$ cat config.mk
export PLATFORM = sky130hd
export DESIGN_NAME = xbar_scheduler
export DESIGN_NICKNAME = d
export VERILOG_FILES = /design/src/rtl/xbar_pkg.sv /design/src/rtl/xbar_scheduler_rr_arb_slice.sv /design/src/rtl/xbar_scheduler.sv
export SDC_FILE = /design/constraint.sdc
export NUM_CORES = 1
export LEC_CHECK = 0
export CAP_MARGIN = 10
export CORE_AREA = 2 2 218 273
export DETAILED_ROUTE_END_ITERATION = 8
export DIE_AREA = 0 0 220 275
export GPL_ROUTABILITY_DRIVEN = 0
export MAX_ROUTING_LAYER = met4
export PLACE_DENSITY = 0.42
export SYNTH_ARGS = -nofsm -noshare
export SYNTH_HDL_FRONTEND = slang
export SYNTH_SLANG_ARGS = --single-unit
$ cat constraint.sdc
create_clock -name clock -period 4.45 [get_ports clock]
set_input_delay 1.1125 -clock clock [delete_from_list [all_inputs] [get_ports clock]]
set_output_delay 1.1125 -clock clock [all_outputs]
set_load 0.01 [all_outputs]
$ cat src/rtl/xbar_pkg.sv
// Shared sizing constants and helpers for the 8x8 crossbar scheduler.
package xbar_pkg;

   localparam int unsigned NPORT            = 8;
   localparam int unsigned IDXW             = 3;
   localparam int unsigned AW               = 4;
   localparam int unsigned ADDR_INVALID_BIT = AW - 1;

   function automatic logic [NPORT-1:0] onehot(input logic [IDXW-1:0] idx);
      logic [NPORT-1:0] v;
      v      = '0;
      v[idx] = 1'b1;
      return v;
   endfunction

   // Returns {found, idx}: first set bit of reqvec at or above ptr, wrapping to 0.
   function automatic logic [IDXW:0] rr_pick(input logic [NPORT-1:0] reqvec,
                                             input logic [IDXW-1:0]  ptr);
      logic            found;
      logic [IDXW-1:0] idx;
      logic [IDXW-1:0] cand;
      found = 1'b0;
      idx   = '0;
      for (int k = 0; k < NPORT; k++) begin
         cand = ptr + k[IDXW-1:0];
         if (!found && reqvec[cand]) begin
            found = 1'b1;
            idx   = cand;
         end
      end
      return {found, idx};
   endfunction

endpackage

$ cat src/rtl/xbar_scheduler_rr_arb_slice.sv
// Round-robin arbiter for one output port; owns that output's priority pointer.
module rr_arb_slice
   import xbar_pkg::*;
(
   input  logic             clock,
   input  logic             reset_n,
   input  logic [NPORT-1:0] req,
   input  logic             full,
   output logic             win,
   output logic [IDXW-1:0]  win_idx
);

   logic [IDXW-1:0] ptr_q, ptr_d;
   logic [IDXW:0]   pick;

   always_comb begin
      pick    = rr_pick(req, ptr_q);
      win     = pick[IDXW] & ~full;
      win_idx = pick[IDXW-1:0];
      ptr_d   = ptr_q;
      if (win) begin
         ptr_d = win_idx + 1'b1;
      end
   end

   always_ff @(posedge clock or negedge reset_n) begin
      if (!reset_n) begin
         ptr_q <= '0;
      end else begin
         ptr_q <= ptr_d;
      end
   end

endmodule

$ cat src/rtl/xbar_scheduler.sv
// Crossbar scheduler: latches one request per input, arbitrates per output,
// registers grant / mux select / FIFO push.
module xbar_scheduler
   import xbar_pkg::*;
(
   input  logic                    clock,
   input  logic                    reset_n,
   input  logic [NPORT-1:0]        req_vld,
   input  logic [NPORT*AW-1:0]     req_addr,
   input  logic [NPORT-1:0]        fifo_full,
   output logic [NPORT-1:0]        pend,
   output logic [NPORT*NPORT-1:0]  grant,
   output logic [NPORT*IDXW-1:0]   grant_idx,
   output logic [NPORT-1:0]        push,
   output logic [NPORT-1:0]        drop
);

   logic [NPORT-1:0]       pend_q, pend_d;
   logic [NPORT-1:0]       drop_q, drop_d;
   logic [NPORT-1:0]       push_q, push_d;
   logic [IDXW-1:0]        dest_q [NPORT];
   logic [IDXW-1:0]        dest_d [NPORT];
   logic [NPORT*NPORT-1:0] grant_q, grant_d;
   logic [NPORT*IDXW-1:0]  gidx_q, gidx_d;

   logic [NPORT-1:0]       cand [NPORT];
   logic [NPORT-1:0]       win;
   logic [IDXW-1:0]        win_idx [NPORT];
   logic [NPORT-1:0]       taken;

   always_comb begin
      for (int j = 0; j < NPORT; j++) begin
         cand[j] = '0;
         for (int i = 0; i < NPORT; i++) begin
            cand[j][i] = pend_q[i] && (dest_q[i] == j[IDXW-1:0]);
         end
      end
   end

   for (genvar j = 0; j < NPORT; j++) begin : g_arb
      rr_arb_slice u_arb (
         .clock   (clock),
         .reset_n (reset_n),
         .req     (cand[j]),
         .full    (fifo_full[j]),
         .win     (win[j]),
         .win_idx (win_idx[j])
      );
   end

   // An input has a single destination, so at most one output can take it.
   always_comb begin
      taken = '0;
      for (int j = 0; j < NPORT; j++) begin
         if (win[j]) begin
            taken = taken | onehot(win_idx[j]);
         end
      end
   end

   always_comb begin
      logic [AW-1:0] addr;
      addr   = '0;
      pend_d = pend_q & ~taken;
      drop_d = '0;
      dest_d = dest_q;
      for (int i = 0; i < NPORT; i++) begin
         addr = req_addr[i*AW +: AW];
         if (req_vld[i]) begin
            if (addr[ADDR_INVALID_BIT]) begin
               drop_d[i] = 1'b1;
            end else if (!pend_q[i] || taken[i]) begin
               pend_d[i] = 1'b1;
               dest_d[i] = addr[IDXW-1:0];
            end else begin
               drop_d[i] = 1'b1;
            end
         end
      end
   end

   always_comb begin
      grant_d = '0;
      gidx_d  = '0;
      push_d  = win;
      for (int j = 0; j < NPORT; j++) begin
         if (win[j]) begin
            grant_d[j*NPORT +: NPORT] = onehot(win_idx[j]);
            gidx_d[j*IDXW +: IDXW]    = win_idx[j];
         end
      end
   end

   always_ff @(posedge clock or negedge reset_n) begin
      if (!reset_n) begin
         pend_q  <= '0;
         drop_q  <= '0;
         push_q  <= '0;
         grant_q <= '0;
         gidx_q  <= '0;
         for (int i = 0; i < NPORT; i++) begin
            dest_q[i] <= '0;
         end
      end else begin
         pend_q  <= pend_d;
         drop_q  <= drop_d;
         push_q  <= push_d;
         grant_q <= grant_d;
         gidx_q  <= gidx_d;
         for (int i = 0; i < NPORT; i++) begin
            dest_q[i] <= dest_d[i];
         end
      end
   end

   assign pend      = pend_q;
   assign drop      = drop_q;
   assign push      = push_q;
   assign grant     = grant_q;
   assign grant_idx = gidx_q;

endmodule

==> run metrics, run 1 <==
drt drc 0; Initial Util about a quarter; max-cap violations 0; Design Area, Final about 0.02 mm2; Post-synth EDFFs 0; Post-CTS Hold Fix Bufs 0; Post-Syn Nets 1654; final WL 60250 um; commonest cells in the netlist dfrtp_1, nor2_1, nand2_1; Synth top area share 27.89%; min-delay worst type reg -> reg; mean routed wirelength per cell roughly 22 um; Worst Hold Depth 2; Post-Place Cell Area 0.01832 mm2; initial antenna violation count 0; CTS tree done; Max Root-Sink Buffers 2; die span in y approximately 280 um; drt first pass iters 8; Seq/Total Area, Yosys 27.89%; Yosys Warn Count 0; ys flop type dfrtp_1; crit start category flip-flop; Setup Crit Path Kind reg -> reg; DR iter-0 viols 1267; Slew @ Worst Pin 0.9452 ns; Mapped Cells between 1500 and 2000; critical path peak fanout 14; DP HPWL approximately 48000 um; total congestion overflow 0; Clock H-tree levels 4; WP data required about 4.8 ns; Placement Setup Slack -0.2018 ns; Yosys reg bits 160; CP arrival 4.72 ns; n_diodes 0; first-pass GRT wire length 89340 um; endpoint class of the critical path flip-flop; PnR worst setup slack approximately 0.1 ns; CTS Buf Count 17; root buffer cell clkbuf_16; Non-Filler Instances 2685; Area growth syn-to-layout 36.47%; Synth area leader dfrtp_1; Die Width 220 um; layout cells sized above 1 about 28%; largest net degree at the start of global routing 94; cell row count 99; vias in the first global route roughly 14000; Tot GR Track Use 20.30%; clock slew seen by the registers of the worst setup and hold paths 0.08 ns; R2R setup slack 0.1 ns; DIE AREA around 0.061 mm2; syn avg cell area 9.080 um2; routed via count roughly 15000; fin crit period around 4.4 ns; IO Port Bufs 161; # IOs 162; Max Clk Rate approximately 230 MHz; most common cell in the synthesized netlist dfrtp_1; antenna viol nets, final 0; Final Skew between 0.015 and 0.02 ns; Vias/cell 5.496; endpoints failing setup 0; FILL cells around 6000; number of distinct library cells after synthesis 106; WHS about 0.52 ns; clock sink total 160; Final Net Count 1988; r2r worst-path depth 13; Final Cycle Share 97.80%; Hold Vio Cnt, Final 0; Inst Count DP 2632; core area 0.05797 mm2; Async SR Flop Fraction 100.0%; worst skew pair latency around 0.50 ns; outcome complete, no violations; synthesized area approximately 0.014 mm2; relative slew slack between 30% and 40%; fin. max-slew vios 0; top post-synthesis cells by area dfrtp_1, mux4_2, mux2i_1, o22ai_1, nor2_1
-- worst max-delay path, stage by stage, from the launching register on --
cell and delay (ns):
dfrtp_2 0.51, nor4b_2 0.23, buf_4 0.15, mux4_2 0.55, o21ai_0 0.22, a21oi_1 0.06
o311ai_0 0.50, a32oi_1 0.19, o21ai_1 0.35, nor3b_1 0.10, buf_4 0.16, or4_4 0.48
o41a_1 0.40, mux2_4 0.33
-- metrics by stage --
stage | setup TNS (ns) | util, %
final | 0 | 33.79
after global routing | -0.2049 | 33.79
after CTS | 0 | 32.82
after global placement | -1.042 | 31.60
after detailed placement | -2.038 | 31.60
after floorplan | 0 | -
-- timing repair --
| action | CTS | global route |
|---|---|---|
| gates resized for setup | 21 | 95 |
| endpoints found under the setup margin | 22 | 33 |
| pin swaps | 0 | 11 |
| buffers inserted | 3 | 18 |
-- routing by layer --
| metal | track usage, % | part of all wire (%) | wire length (um) | up-vias |
|---|---|---|---|---|
| li1 | - | - | - | 6860 |
| met1 | 24.98 | 43 | 26050 | 7333 |
| met2 | 33.95 | 49 | 29710 | 495 |
| met3 | 2.775 | 4.6 | 2769 | 69 |
| met4 | 7.065 | 2.8 | 1713 | 0 |
| met5 | - | 0 | 0 | - |
-- cells by family (layout without fill, tap and decap cells) --
| kind of cell | count (synthesis) | in the layout | synth area share [%] |
|---|---|---|---|
| xor gates and xnor gates | 43 | 43 | 2.624 |
| AOI/OAI and AO/OA | 478 | 478 | 24.02 |
| muxes | 129 | 129 | 13.41 |
| DFF | 160 | 160 | 27.89 |
| buffers and inverters | 166 | 513 | 5.012 |
| adders and majority gates | 23 | 23 | 2.005 |
| and+or+nand+nor | 582 | 582 | 25.03 |
-- flip-flops by register name, indices dropped and copies added, names as in the netlist --
name,flops
grant,64
dest_q,24
g_arb.u_arb.ptr_q,24
grant_idx,24
drop,8
pend,8
push,8
-- worst paths after layout --
check,start,endpoint
worst min-delay path,g_arb[2].u_arb.ptr_q[2],g_arb[2].u_arb.ptr_q[2]
worst max register to register,pend[6],dest_q[8]
worst min register to register,g_arb[2].u_arb.ptr_q[2],g_arb[2].u_arb.ptr_q[2]
min in group asynchronous,reset_n,grant_idx[14]
max in group asynchronous,reset_n,grant_idx[3]
worst max-delay path,pend[6],dest_q[8]
-- cell type report --
type	instances	area, um2	area share, %
repair buffers	416	3641	18.59
clock inverters	13	136.4	0.6962
well taps	757	947.2	4.835
clock buffers	19	452.9	2.312
inverters	65	249.0	1.271
multi-input cells	1255	10150	51.80
flip-flops and latches	160	4015	20.50
-- layout by cell type (no fill, tap or decap), types with 13 or more instances in the layout --
cell and n:
clkdlybuf4s50_1 160, o22ai_1 56, clkbuf_16 17, inv_1 50, dfrtp_1 151, ha_1 17
nand4b_1 24, a211oi_1 29, xor2_1 23, o21ai_1 17, xnor2_1 20, and4b_1 14
nor4_1 14, o21a_1 24, a21o_1 17, a31oi_1 13, and2_1 28, nand4_1 23
mux2_2 26, nand2b_1 47, and4bb_2 15, a21oi_1 47, o21ai_0 64, nor2b_1 16
buf_4 244, nand2_1 88, and3_1 15, nand3_1 27, o22a_1 16, nor2_1 96
nor3_1 30, mux4_2 46, mux2i_1 41, or2_2 31
Power of run 1 is left out: the tool's default activity adds up to more than one toggle a clock period on the data nets, which glitch-free logic cannot reach.
==> inputs of run 2 (changes only) <==
--- a/config.mk
+++ b/config.mk
@@ -10,6 +10,7 @@
 export DETAILED_ROUTE_END_ITERATION = 8
 export DIE_AREA = 0 0 220 275
 export GPL_ROUTABILITY_DRIVEN = 0
+export GPL_TIMING_DRIVEN = 0
 export MAX_ROUTING_LAYER = met4
 export PLACE_DENSITY = 0.42
 export SYNTH_ARGS = -nofsm -noshare
==> run 2 against run 1 <==
Against the previous run: the run now ends with negative setup slack left; final area increased by 2.4%; final cell count decreased by 2.0%; non-clock buffer count decreased by 56; via count grew 0.14%; core utilization is 0.82 points higher; register-to-register slack got worse by 0.10 ns; critical path type unchanged; highest routed layer unchanged.
==> run metrics, run 2 (synthesis results as in run 1) <==
Setup crit end dest_q[4]; Crit Reg-Reg Endpoint dest_q[4]; largest net degree at the start of global routing 97; Die Width 220 um; CTS tree done; mean routed wirelength per cell 23.23 um; IO Port Bufs 161; R2R setup slack -0.003 ns; endpoints failing setup 1; CP arrival 4.84 ns; Initial Util 24.76%; setup TNS -0.002503 ns; r2r worst-path depth 14; drt drc 0; PnR worst setup slack -0.002503 ns; Clock H-tree levels 4; root buffer cell clkbuf_16; min-delay worst type in -> async; CTS Buf Count 17; RSZ-0062 raised after global routing yes; routed via count between 10000 and 15000; die span in y ~280 um; cell row count ~100; final WL ~61000 um; Final Cycle Share 100.1%; Vias/cell approximately 5.6; initial antenna violation count 0; Reg-to-Reg Start dest_q[1]; most frequent cells in the layout clkdlybuf4s50_1, dfrtp_1, buf_4; crit start category flip-flop; commonest non-fill, non-tap cell in the layout clkdlybuf4s50_1; Crit. Startpoint dest_q[1]; total congestion overflow 0; relative slew slack 49.48%; Max Clk Rate 224.6 MHz; clock sink total 160; first-pass GRT wire length 91210 um; Max Root-Sink Buffers 2; Post-CTS Hold Fix Bufs 0; worst skew pair latency about 0.51 ns; Final Net Count 1932; drt first pass iters 8; WP data required between 4 and 5 ns; max reg flops 64; DR iter-0 viols 1206; Slew @ Worst Pin 0.7516 ns; Setup Crit Path Kind reg -> reg; fin. max-slew vios 0; DP HPWL roughly 47000 um; endpoint class of the critical path flip-flop; critical path peak fanout 10; # IOs 162; WHS 0.5294 ns; core area 0.05797 mm2; clock slew seen by the registers of the worst setup and hold paths 0.07 ns; failing checks negative setup slack; outcome complete, but fails checks; Final Skew 0.01318 ns; Tot GR Track Use 20.67%; layout cells sized above 1 29.91%; Area growth syn-to-layout 39.79%; Hold Vio Cnt, Final 0; antenna viol nets, final 0; fin crit period 4.453 ns; max-cap violations 0; vias in the first global route 14550; DIE AREA 0.06050 mm2
run 2: changes by cell type in the layout (fill, tap and decap cells not counted), moves of 9 or more:
cell	change
a211oi_1	-9
buf_2	+28
buf_4	-130
clkbuf_1	+22
nor3_1	-12
run 2: worst min path at each step:
| stage | start | to |
|---|---|---|
| finish | reset_n | grant[33] |
| global route | reset_n | grant[33] |
| CTS | reset_n | grant[33] |
| floorplan | g_arb[2].u_arb.ptr_q[0] | g_arb[2].u_arb.ptr_q[0] |
| detailed placement | g_arb[2].u_arb.ptr_q[0] | g_arb[2].u_arb.ptr_q[0] |
| global placement | g_arb[2].u_arb.ptr_q[0] | g_arb[2].u_arb.ptr_q[0] |
run 2: per-layer routing:
metal | GRT usage, % | wire length (um) | vias up | share of wire (%)
li1 | - | - | 6774 | -
met1 | 25.25 | 25950 | 7367 | 42
met2 | 34.15 | 29940 | 533 | 49
met3 | 3.284 | 3231 | 103 | 5.3
met4 | 7.789 | 1967 | 0 | 3.2
met5 | - | 0 | - | 0
run 2: cell type report:
cell class              instances  area [um2]
multi-input cells            1255       11120
well taps                     757       947.2
fillers                      5963       37900
diodes                          1       2.502
clock buffers                  17       425.4
plain buffers                  90       573.1
inverters                      65       281.5
flip-flops and latches        160        4018
clock inverters                15       168.9
repair buffers                270        2530
run 2: critical path, stage by stage, from the launching register on:
cell and delay [ns]:
dfrtp_1 0.43, buf_2 0.20, nand4bb_1 0.38, mux4_2 0.60
mux2_2 0.34, nand3b_1 0.18, buf_4 0.16, a21oi_4 0.04
buf_4 0.16, a211oi_4 0.32, or3_4 0.26, nand4b_1 0.28
nor4b_4 0.48, a31oi_4 0.19, mux2_2 0.31
run 2: repair_timing:
action	CTS	global route
resized for setup	265	95
pin swaps	36	31
setup buffers	62	46
setup endpoints to repair	82	39
run 2: stage by stage:
step	cell area [um2]	cells	setup slack, ns	utilization, %
global route	20060	2629	-0.1198	34.61
global placement	16920	2499	-4.987	29.19
detailed placement	16950	2500	-2.170	29.25
finish	20070	2630	-0.002503	34.62
floorplan	14360	1581	0.003788	-
CTS	19270	2584	0.002463	33.24
Power of run 2 is left out for the same reason.
